File: src/rtl/load_store_unit_if.sv
// rtl/load_store_unit_if.sv - request/response and data-memory bus bundle for the load/store unit
interface load_store_unit_if #(
    parameter int XLEN       = 32,
    parameter int ADDR_WIDTH = 32
);
    localparam int BYTES = XLEN / 8;

    logic                  req_valid;
    logic                  req_ready;
    logic                  req_we;
    logic [2:0]            req_funct;
    logic [ADDR_WIDTH-1:0] req_addr;
    logic [XLEN-1:0]       req_wdata;

    logic                  resp_valid;
    logic [XLEN-1:0]       resp_rdata;
    logic                  resp_fault;

    logic                  mem_req;
    logic                  mem_ack;
    logic                  mem_we;
    logic [ADDR_WIDTH-1:0] mem_addr;
    logic [BYTES-1:0]      mem_wstrb;
    logic [XLEN-1:0]       mem_wdata;
    logic [XLEN-1:0]       mem_rdata;

    // master: execute stage plus memory; slave: the load/store unit itself
    modport master (
        output req_valid, req_we, req_funct, req_addr, req_wdata, mem_ack, mem_rdata,
        input  req_ready, resp_valid, resp_rdata, resp_fault,
        input  mem_req, mem_we, mem_addr, mem_wstrb, mem_wdata
    );

    modport slave (
        input  req_valid, req_we, req_funct, req_addr, req_wdata, mem_ack, mem_rdata,
        output req_ready, resp_valid, resp_rdata, resp_fault,
        output mem_req, mem_we, mem_addr, mem_wstrb, mem_wdata
    );
endinterface

File: src/rtl/load_store_unit.sv
// rtl/load_store_unit.sv - load/store unit with lane alignment, extension and word-crossing split
module load_store_unit #(
    parameter int XLEN             = 32,
    parameter int ADDR_WIDTH       = 32,
    parameter bit ALLOW_MISALIGNED = 1'b1
) (
    input logic              clk,
    input logic              reset,
    load_store_unit_if.slave bus
);
    localparam int BYTES = XLEN / 8;
    localparam int OFS   = $clog2(BYTES);
    localparam int LW    = $clog2(XLEN);

    typedef enum logic [2:0] {S_IDLE, S_ACC, S_SPLIT0, S_SPLIT1, S_RESP, S_FAULT} state_t;

    state_t                r_state;
    state_t                w_state_nxt;
    logic                  w_accept;

    logic                  r_mem_req;
    logic                  r_mem_we;
    logic [ADDR_WIDTH-1:0] r_mem_addr;
    logic [BYTES-1:0]      r_mem_wstrb;
    logic [XLEN-1:0]       r_mem_wdata;
    logic [BYTES-1:0]      r_wstrb_hi;
    logic [XLEN-1:0]       r_wdata_hi;
    logic [XLEN-1:0]       r_lo;
    logic [XLEN-1:0]       r_rdata;
    logic [3:0]            r_size;
    logic [OFS-1:0]        r_off;
    logic                  r_we;
    logic                  r_signed;

    logic [OFS-1:0]        w_off;
    logic [3:0]            w_size;
    logic [4:0]            w_end;
    logic                  w_cross;
    logic                  w_illegal;
    logic                  w_fault;
    logic [2*BYTES-1:0]    w_strb2;
    logic [2*XLEN-1:0]     w_wdata2;

    logic [XLEN-1:0]       w_rd_lo;
    logic [XLEN-1:0]       w_rd_hi;
    logic [XLEN-1:0]       w_merged;
    logic [6:0]            w_nbits;
    logic [XLEN-1:0]       w_keep;
    logic                  w_sign;
    logic [XLEN-1:0]       w_load;

    assign w_off   = bus.req_addr[OFS-1:0];
    assign w_size  = 4'd1 << bus.req_funct[1:0];
    assign w_end   = 5'(w_off) + 5'(w_size);
    assign w_cross = w_end > 5'(BYTES);
    assign w_fault = w_illegal || (w_cross && !ALLOW_MISALIGNED);

    // Both bus words viewed as one double-width lane field; the high half feeds SPLIT1.
    assign w_strb2  = ((((2*BYTES)'(1)) << w_size) - (2*BYTES)'(1)) << w_off;
    assign w_wdata2 = {{XLEN{1'b0}}, bus.req_wdata} << {w_off, 3'b000};

    always_comb begin
        w_illegal = 1'b1;
        case (bus.req_funct)
            3'b000, 3'b001, 3'b010, 3'b100, 3'b101: w_illegal = 1'b0;
            3'b011, 3'b110:                         w_illegal = (XLEN != 64);
            default:                                w_illegal = 1'b1;
        endcase
        if (bus.req_we && bus.req_funct[2]) begin
            w_illegal = 1'b1;
        end
    end

    // Merge then extend: the kept field is 8*size bits wide, sign taken from its top bit.
    assign w_rd_lo  = (r_state == S_SPLIT1) ? r_lo : bus.mem_rdata;
    assign w_rd_hi  = (r_state == S_SPLIT1) ? bus.mem_rdata : '0;
    assign w_merged = XLEN'({w_rd_hi, w_rd_lo} >> {r_off, 3'b000});
    assign w_nbits  = {r_size, 3'b000};
    assign w_keep   = (XLEN'(1) << w_nbits) - XLEN'(1);
    assign w_sign   = r_signed & w_merged[LW'(w_nbits - 7'd1)];
    assign w_load   = (w_merged & w_keep) | (~w_keep & {XLEN{w_sign}});

    always_comb begin
        w_state_nxt = r_state;
        w_accept    = 1'b0;
        case (r_state)
            S_IDLE: begin
                if (bus.req_valid) begin
                    w_accept = 1'b1;
                    if (w_fault)      w_state_nxt = S_FAULT;
                    else if (w_cross) w_state_nxt = S_SPLIT0;
                    else              w_state_nxt = S_ACC;
                end
            end
            S_ACC:    if (bus.mem_ack) w_state_nxt = S_RESP;
            S_SPLIT0: if (bus.mem_ack) w_state_nxt = S_SPLIT1;
            S_SPLIT1: if (bus.mem_ack) w_state_nxt = S_RESP;
            S_RESP:   w_state_nxt = S_IDLE;
            S_FAULT:  w_state_nxt = S_IDLE;
            default:  w_state_nxt = S_IDLE;
        endcase
    end

    always_ff @(posedge clk) begin
        if (reset) r_state <= S_IDLE;
        else       r_state <= w_state_nxt;
    end

    always_ff @(posedge clk) begin
        if (reset) begin
            r_mem_req   <= 1'b0;
            r_mem_we    <= 1'b0;
            r_mem_addr  <= '0;
            r_mem_wstrb <= '0;
            r_mem_wdata <= '0;
            r_wstrb_hi  <= '0;
            r_wdata_hi  <= '0;
            r_lo        <= '0;
            r_rdata     <= '0;
            r_size      <= '0;
            r_off       <= '0;
            r_we        <= 1'b0;
            r_signed    <= 1'b0;
        end else begin
            if (w_accept) begin
                r_size     <= w_size;
                r_off      <= w_off;
                r_we       <= bus.req_we;
                r_signed   <= ~bus.req_funct[2];
                r_wstrb_hi <= bus.req_we ? w_strb2[2*BYTES-1:BYTES] : '1;
                r_wdata_hi <= bus.req_we ? w_wdata2[2*XLEN-1:XLEN] : '0;
                if (w_fault) begin
                    r_rdata <= '0;
                end else begin
                    r_mem_req   <= 1'b1;
                    r_mem_we    <= bus.req_we;
                    r_mem_addr  <= {bus.req_addr[ADDR_WIDTH-1:OFS], {OFS{1'b0}}};
                    r_mem_wstrb <= bus.req_we ? w_strb2[BYTES-1:0] : '1;
                    r_mem_wdata <= bus.req_we ? w_wdata2[XLEN-1:0] : '0;
                end
            end
            if (r_state == S_SPLIT0 && bus.mem_ack) begin
                r_lo        <= bus.mem_rdata;
                r_mem_addr  <= r_mem_addr + ADDR_WIDTH'(BYTES);
                r_mem_wstrb <= r_wstrb_hi;
                r_mem_wdata <= r_wdata_hi;
            end
            if ((r_state == S_ACC || r_state == S_SPLIT1) && bus.mem_ack) begin
                r_mem_req <= 1'b0;
                r_mem_we  <= 1'b0;
                r_rdata   <= r_we ? '0 : w_load;
            end
        end
    end

    assign bus.req_ready  = (r_state == S_IDLE) && !reset;
    assign bus.resp_valid = (r_state == S_RESP) || (r_state == S_FAULT);
    assign bus.resp_fault = (r_state == S_FAULT);
    assign bus.resp_rdata = r_rdata;
    assign bus.mem_req    = r_mem_req;
    assign bus.mem_we     = r_mem_we;
    assign bus.mem_addr   = r_mem_addr;
    assign bus.mem_wstrb  = r_mem_wstrb;
    assign bus.mem_wdata  = r_mem_wdata;
endmodule
File: src/flat_wrapper.sv
// flat-port wrapper written by rule: the top's interface ports become plain ports
module load_store_unit_flat 
#(
    parameter int XLEN             = 32,
    parameter int ADDR_WIDTH       = 32,
    parameter bit ALLOW_MISALIGNED = 1'b1
)
  (clk, reset, bus_req_valid, bus_req_we, bus_req_funct, bus_req_addr, bus_req_wdata, bus_mem_ack, bus_mem_rdata, bus_req_ready, bus_resp_valid, bus_resp_rdata, bus_resp_fault, bus_mem_req, bus_mem_we, bus_mem_addr, bus_mem_wstrb, bus_mem_wdata);
  load_store_unit_if #(.XLEN(XLEN), .ADDR_WIDTH(ADDR_WIDTH)) bus_i ();
  input logic clk;
  input logic reset;
  input wire logic [$bits(bus_i.req_valid)-1:0] bus_req_valid;
  input wire logic [$bits(bus_i.req_we)-1:0] bus_req_we;
  input wire logic [$bits(bus_i.req_funct)-1:0] bus_req_funct;
  input wire logic [$bits(bus_i.req_addr)-1:0] bus_req_addr;
  input wire logic [$bits(bus_i.req_wdata)-1:0] bus_req_wdata;
  input wire logic [$bits(bus_i.mem_ack)-1:0] bus_mem_ack;
  input wire logic [$bits(bus_i.mem_rdata)-1:0] bus_mem_rdata;
  output wire logic [$bits(bus_i.req_ready)-1:0] bus_req_ready;
  output wire logic [$bits(bus_i.resp_valid)-1:0] bus_resp_valid;
  output wire logic [$bits(bus_i.resp_rdata)-1:0] bus_resp_rdata;
  output wire logic [$bits(bus_i.resp_fault)-1:0] bus_resp_fault;
  output wire logic [$bits(bus_i.mem_req)-1:0] bus_mem_req;
  output wire logic [$bits(bus_i.mem_we)-1:0] bus_mem_we;
  output wire logic [$bits(bus_i.mem_addr)-1:0] bus_mem_addr;
  output wire logic [$bits(bus_i.mem_wstrb)-1:0] bus_mem_wstrb;
  output wire logic [$bits(bus_i.mem_wdata)-1:0] bus_mem_wdata;
  assign bus_i.req_valid = bus_req_valid;
  assign bus_i.req_we = bus_req_we;
  assign bus_i.req_funct = bus_req_funct;
  assign bus_i.req_addr = bus_req_addr;
  assign bus_i.req_wdata = bus_req_wdata;
  assign bus_i.mem_ack = bus_mem_ack;
  assign bus_i.mem_rdata = bus_mem_rdata;
  assign bus_req_ready = bus_i.req_ready;
  assign bus_resp_valid = bus_i.resp_valid;
  assign bus_resp_rdata = bus_i.resp_rdata;
  assign bus_resp_fault = bus_i.resp_fault;
  assign bus_mem_req = bus_i.mem_req;
  assign bus_mem_we = bus_i.mem_we;
  assign bus_mem_addr = bus_i.mem_addr;
  assign bus_mem_wstrb = bus_i.mem_wstrb;
  assign bus_mem_wdata = bus_i.mem_wdata;
  load_store_unit #(.XLEN(XLEN), .ADDR_WIDTH(ADDR_WIDTH), .ALLOW_MISALIGNED(ALLOW_MISALIGNED)) u_core (.clk(clk), .reset(reset), .bus(bus_i));
endmodule
File: config.mk
export PLATFORM = sky130hd
export DESIGN_NAME = load_store_unit_flat
export DESIGN_NICKNAME = d
export VERILOG_FILES = /design/src/rtl/load_store_unit_if.sv /design/src/rtl/load_store_unit.sv /design/src/flat_wrapper.sv
export SDC_FILE = /design/constraint.sdc
export NUM_CORES = 1
export LEC_CHECK = 0
export CORE_ASPECT_RATIO = 2
export CORE_MARGIN = 5
export CORE_UTILIZATION = 55
export CTS_CLUSTER_SIZE = 10
export DETAILED_ROUTE_END_ITERATION = 6
export GPL_TIMING_DRIVEN = 0
export MAX_ROUTING_LAYER = met4
export PLACE_DENSITY = 0.9
export SLEW_MARGIN = 15
export SYNTH_ARGS = -nofsm -noshare
export SYNTH_HDL_FRONTEND = slang
export SYNTH_SLANG_ARGS = --single-unit
File: constraint.sdc
create_clock -name clk -period 4.91 [get_ports clk]
set_input_delay 0.982 -clock clk [delete_from_list [all_inputs] [get_ports clk]]
set_output_delay 0.982 -clock clk [all_outputs]
set_load 0.01 [all_outputs]
# == Word level (Yosys, flattened, before mapping) ==
# Index checks and enable logic that the tools add are counted.
# op_classes
mux,31
n_reduce_logical,19
addsub,5
bitwise_logic,7
magnitude_cmp,2
n_shift,6
eq_ne,13
# op_table
operator,n
two-way mux 32 bit,14
AND 32 bit,2
left shift 32 x 5 -> 64 bit,1
right shift 64 x 5 -> 32 bit,1
"adder 32 x 3 -> 32 bit, second input constant",1
NOT 32 bit,1
bitwise OR 32 bit,1
"left shift 1 x 7 -> 32 bit, first input constant",1
"subtractor 32 x 2 -> 32 bit, second input constant",1
two-way mux 4 bit,5
"== test 3 bit, second input constant",4
two-way mux 3 bit,4
"== test 3 x 2 -> 1 bit, second input constant",3
case mux 3 bit (3 select lines),1
"left shift 1 x 4 -> 8 bit, first input constant",1
left shift 8 x 2 -> 8 bit,1
"subtractor 8 x 2 -> 8 bit, second input constant",1
"== test 3 x 1 -> 1 bit, second input constant",2
logical NOT 3 bit,2
"< comparator 5 x 6 -> 1 bit, second input constant",1
"inequality test 2 bit, second input constant",3
AND reduction 2 bit,3
nonzero test 2 bit,3
adder 2 x 4 -> 5 bit,1
other kinds (15),25
# word_totals
ff_bits,181
in_bits,104
word_cells,97
out_inout_bits,105

# == Depth between registers and ports, before layout ==
# logic_depth
depth_word,10
mapped_depth,9

# == Least setup slack after synthesis ==
# Ideal clock, no wire load.
# synth_timing
path_kind,input-to-reg
from,input port bus_req_addr[1]
to,register u_core.r_state[0]
stages,8
t_required_ns,4.783
t_arrival_ns,2.770
setup_ns,0.127
setup_slack_ns,2.012
cell_sequence,clkbuf_1 clkbuf_1 xnor2_1 ha_1 nor2_1 or3b_2 a311oi_1 a21oi_1
# synth_between
elab_chain_len,6
# synth_lines
item,line_no,text
"start, declared",flat_wrapper.sv:15,input wire logic [$bits(bus_i.req_addr)-1:0] bus_req_addr;
adder 2 x 4 -> 5 bit,load_store_unit.sv:54,assign w_end = 5'(w_off) + 5'(w_size);
greater-than comparator 5 x 3 -> 1 bit,load_store_unit.sv:55,assign w_cross = w_end > 5'(BYTES);
two-way mux 2 bit,load_store_unit.sv:91,else if (w_cross) w_state_nxt = S_SPLIT0;
two-way mux 3 bit,load_store_unit.sv:90,if (w_fault) w_state_nxt = S_FAULT;
two-way mux 3 bit,load_store_unit.sv:88,if (bus.req_valid) begin
case mux 3 bit (3 select lines),load_store_unit.sv:86,case (r_state)
"end signal, assigned",load_store_unit.sv:106,else r_state <= w_state_nxt;
"end, declared",load_store_unit.sv:17,state_t r_state;
# No other way between the ends. The select of a mux whose other input is x is not followed.
# A chain may end at the register's enable or synchronous reset.

# == Worst setup path after layout ==
# layout_timing
from,input port reset
to,output port bus_req_ready
# layout_between
elab_chain_len,2
# layout_lines
item,line_no,text
"start, declared",flat_wrapper.sv:11,input logic reset;
logical NOT 1 bit,load_store_unit.sv:156,assign bus.req_ready = (r_state == S_IDLE) && !reset;
logical AND 1 bit,load_store_unit.sv:156,
"end, declared",flat_wrapper.sv:19,output wire logic [$bits(bus_i.req_ready)-1:0] bus_req_ready;
# No other way between the ends.

==> impl_metrics.json <==
{
  "cts_tree": "built",
  "antenna_found_initial": 0,
  "drtIter0Drc": 981,
  "nFillCells": 1288,
  "port_buffers": 204,
  "cp_cell_sequence": "clkdlybuf4s50_1 > clkbuf_1 > buf_1 > nor4_1 > clkdlybuf4s50_1",
  "diodes": 0,
  "fp.dieW_um": 100,
  "postCtsHoldBufs": 0,
  "wl_per_cell_um": 26.2,
  "stdcell_count": 1573,
  "placed_cell_area_mm2": 0.0113,
  "p_sw_mw": 1.21,
  "cts.sinks": 171,
  "wirelength_mm": 41.2,
  "path_clk_slew_ns": 0.07,
  "worst_slew_pin_slew_ns": 0.898,
  "synthCells": 1132,
  "synthDominantCellAreaShare": 0.382,
  "drc": 0,
  "netlist_area_mm2": 0.00897,
  "grt_max_degree": 17,
  "dp_cells": 1541,
  "rows": 66,
  "gr-usage-met1": 0.378,
  "drt_pre_antenna_iters": 7,
  "htree_levels": 4,
  "layout_setup_ws_ns": 0.673,
  "synth_cell_type_count": 61,
  "cp-start-kind": "input port",
  "grtUsageTotal": 0.438,
  "critPathMostFrequentCell": "clkdlybuf4s50_1",
  "grt_pass1_vias": 10400,
  "layout-area-overhead-vs-synth_pct": 32.4,
  "multi_input_comb_area_mm2": 0.00511,
  "netlist_top_cells_area": "dfxtp_1 (38%), nand2_1 (9.0%), mux2i_1 (6.6%)",
  "fp.dieH_um": 191,
  "dieArea_mm2": 0.0191,
  "critPathRequiredTime_ns": 3.93,
  "swShare": 0.317,
  "dp_hpwl_mm": 32.0,
  "total_power_mw": 3.81,
  "synth_largest_area_cell": "dfxtp_1",
  "regToRegSetupSlack_ns": 1.72,
  "ys_async_sr_fraction": 0,
  "cts_buffers": 17,
  "clkLatencyLatePin_ns": 0.44,
  "slowest_stage": "buf_1",
  "seqCellArea_mm2": 0.00342,
  "initial_core_util": 0.554,
  "grt_pass1_wl_mm": 60.6,
  "crit_path_end_kind": "primary output",
  "finish.instance_area_mm2": 0.0119,
  "slew_violations": 0,
  "root_buffer": "clkbuf_16",
  "cpPeakStageDelay_ns": 0.65,
  "cap_violations": 0,
  "finalSetupViolations": 0,
  "busiest_layer": "met2",
  "final-hold-violation-count": 0,
  "cp_data_arrival_time_ns": 3.25,
  "avgSynthCellArea_um2": 7.92,
  "slew_headroom": 0.400,
  "synth-seq-cells": 171,
  "hold_slack_ns": 0.455,
  "pre_cts_ws_ns": 0.737,
  "p_leak_nw": 4.23,
  "io_pins": 209,
  "p_per_area_mw_per_mm2": 321,
  "clock_skew_ns": 0.0114,
  "synth.most_common_cell": "nand2_1",
  "fin_util": 0.734,
  "worstSetupPathType": "in -> out",
  "layout_worst_path_cycle_share": 0.863,
  "grt_use_met3": 0.0831,
  "cts_resized": 0,
  "grtUsageMet2": 0.761,
  "p_comb_frac": 0.227,
  "p_int_mw": 2.61,
  "rsz0062_at_grt": "false",
  "coreArea_mm2": 0.0162,
  "synth_edf_count": 0,
  "yosys_warnings": 0,
  "yosys-top-cells-count": "nand2_1 (216), dfxtp_1 (171), a21oi_1 (106)",
  "fin_tns_setup_ns": 0,
  "synth_seq_area_share": 0.382,
  "min_path_type": "reg -> reg",
  "antenna_left": 0,
  "status": "completed",
  "nets": 1464,
  "cts_setup_buffers": 0,
  "gp_congestion": 1.14,
  "ys.flop_type": "dfxtp_1",
  "cp_max_fo": 10,
  "vias": 10400,
  "grt-ovfl-total": 0,
  "clockBufferDepth": 2,
  "finalCriticalPeriod_ns": 4.24,
  "power.share.clock": 0.371,
  "drt-vias-per-instance": 6.62,
  "clock.fmax_mhz": 236,
  "drive_above_1_share": 0.0599,
  "irDropWorstVdd_mv": 0.251,
  "seqPwrFrac": 0.401
}
## flip-flops by register name (all words and copies together) (netlist names)
signal,flops
u_core.bus.mem_addr,30
u_core.bus.mem_req,1
u_core.bus.mem_wdata,32
u_core.bus.mem_we,1
u_core.bus.mem_wstrb,4
u_core.bus.resp_rdata,32
u_core.r_lo,32
u_core.r_off,2
u_core.r_signed,1
u_core.r_size,4
u_core.r_state,3
u_core.r_wdata_hi,24
u_core.r_we,1
u_core.r_wstrb_hi,4
## layout by cell type (no fill, tap or decap), types with 6 or more instances in the layout
master	n
o2111ai_1	7
and2_1	7
a221oi_1	10
dfxtp_1	171
mux2i_1	59
a311o_1	6
nand2_1	216
inv_1	6
a31oi_1	16
nor3_1	44
clkbuf_1	72
a22oi_1	17
a32oi_1	8
nand4_1	9
clkdlybuf4s50_1	204
a21oi_1	106
and3_1	6
clkbuf_16	17
a311oi_1	15
nor4_1	8
nand3_1	34
o21ai_0	30
buf_1	18
o211ai_1	34
a211oi_1	21
nor2_1	98
mux2_2	20
mux4_2	7
a22o_1	8
## worst paths after layout
check / depth (start not counted) / to / from
worst max-delay path: 5 / bus_req_ready / reset
worst min-delay path: 2 / u_core.r_lo[1] / u_core.r_lo[1]
worst max register to register: 8 / u_core.bus.resp_rdata[20] / u_core.r_state[0]
worst min register to register: 2 / u_core.r_lo[1] / u_core.r_lo[1]
## layer usage
layer | wire (µm) | vias to the layer above
li1 | - | 4573
met5 | 0 | -
met2 | 21100 | 790
met1 | 12000 | 4747
met3 | 3070 | 304
met4 | 4990 | 0
## area by class of cell
type | count | share of cell area
plain buffers | 99 | 0.0339
clock buffers | 21 | 0.0396
clock inverters | 11 | 0.0113
inverters | 8 | 0.00253
multi-input cells | 855 | 0.431
flip-flops and latches | 171 | 0.288
well taps | 204 | 0.0215
repair buffers | 204 | 0.172
## worst max-delay path: cells and delay by family
kind / cells / cell delay (ns)
simple gates: 1 / 0.10
buf+inv: 4 / 2.16
## cell families (layout without fill, tap and decap cells)
logic type / Yosys count / count (layout) / share of synthesized area
flip-flops: 171 / 171 / 0.382
XOR/XNOR: 5 / 5 / 0.00488
buffers and inverters: 107 / 343 / 0.0483
AO/OA/AOI/OAI: 300 / 300 / 0.221
AND/OR/NAND/NOR: 458 / 458 / 0.229
other: 1 / 2 / 0.000418
adder cells (fa/ha/maj): 4 / 4 / 0.00558
multiplexers: 86 / 86 / 0.109
## power by group through the flow
| stage | logic, mW | clock network, mW | registers, mW |
|---|---|---|---|
| 2_1_floorplan | 0.412 | 0 | 1.56 |
| 3_3_place_gp | 0.823 | 0 | 1.55 |
| 3_5_place_dp | 0.831 | 0 | 1.56 |
| 4_1_cts | 0.837 | 1.40 | 1.53 |
| 5_1_grt | 0.906 | 1.46 | 1.54 |
| 6_report | 0.866 | 1.42 | 1.53 |
Note: power is estimated with default switching activity, not from simulation.
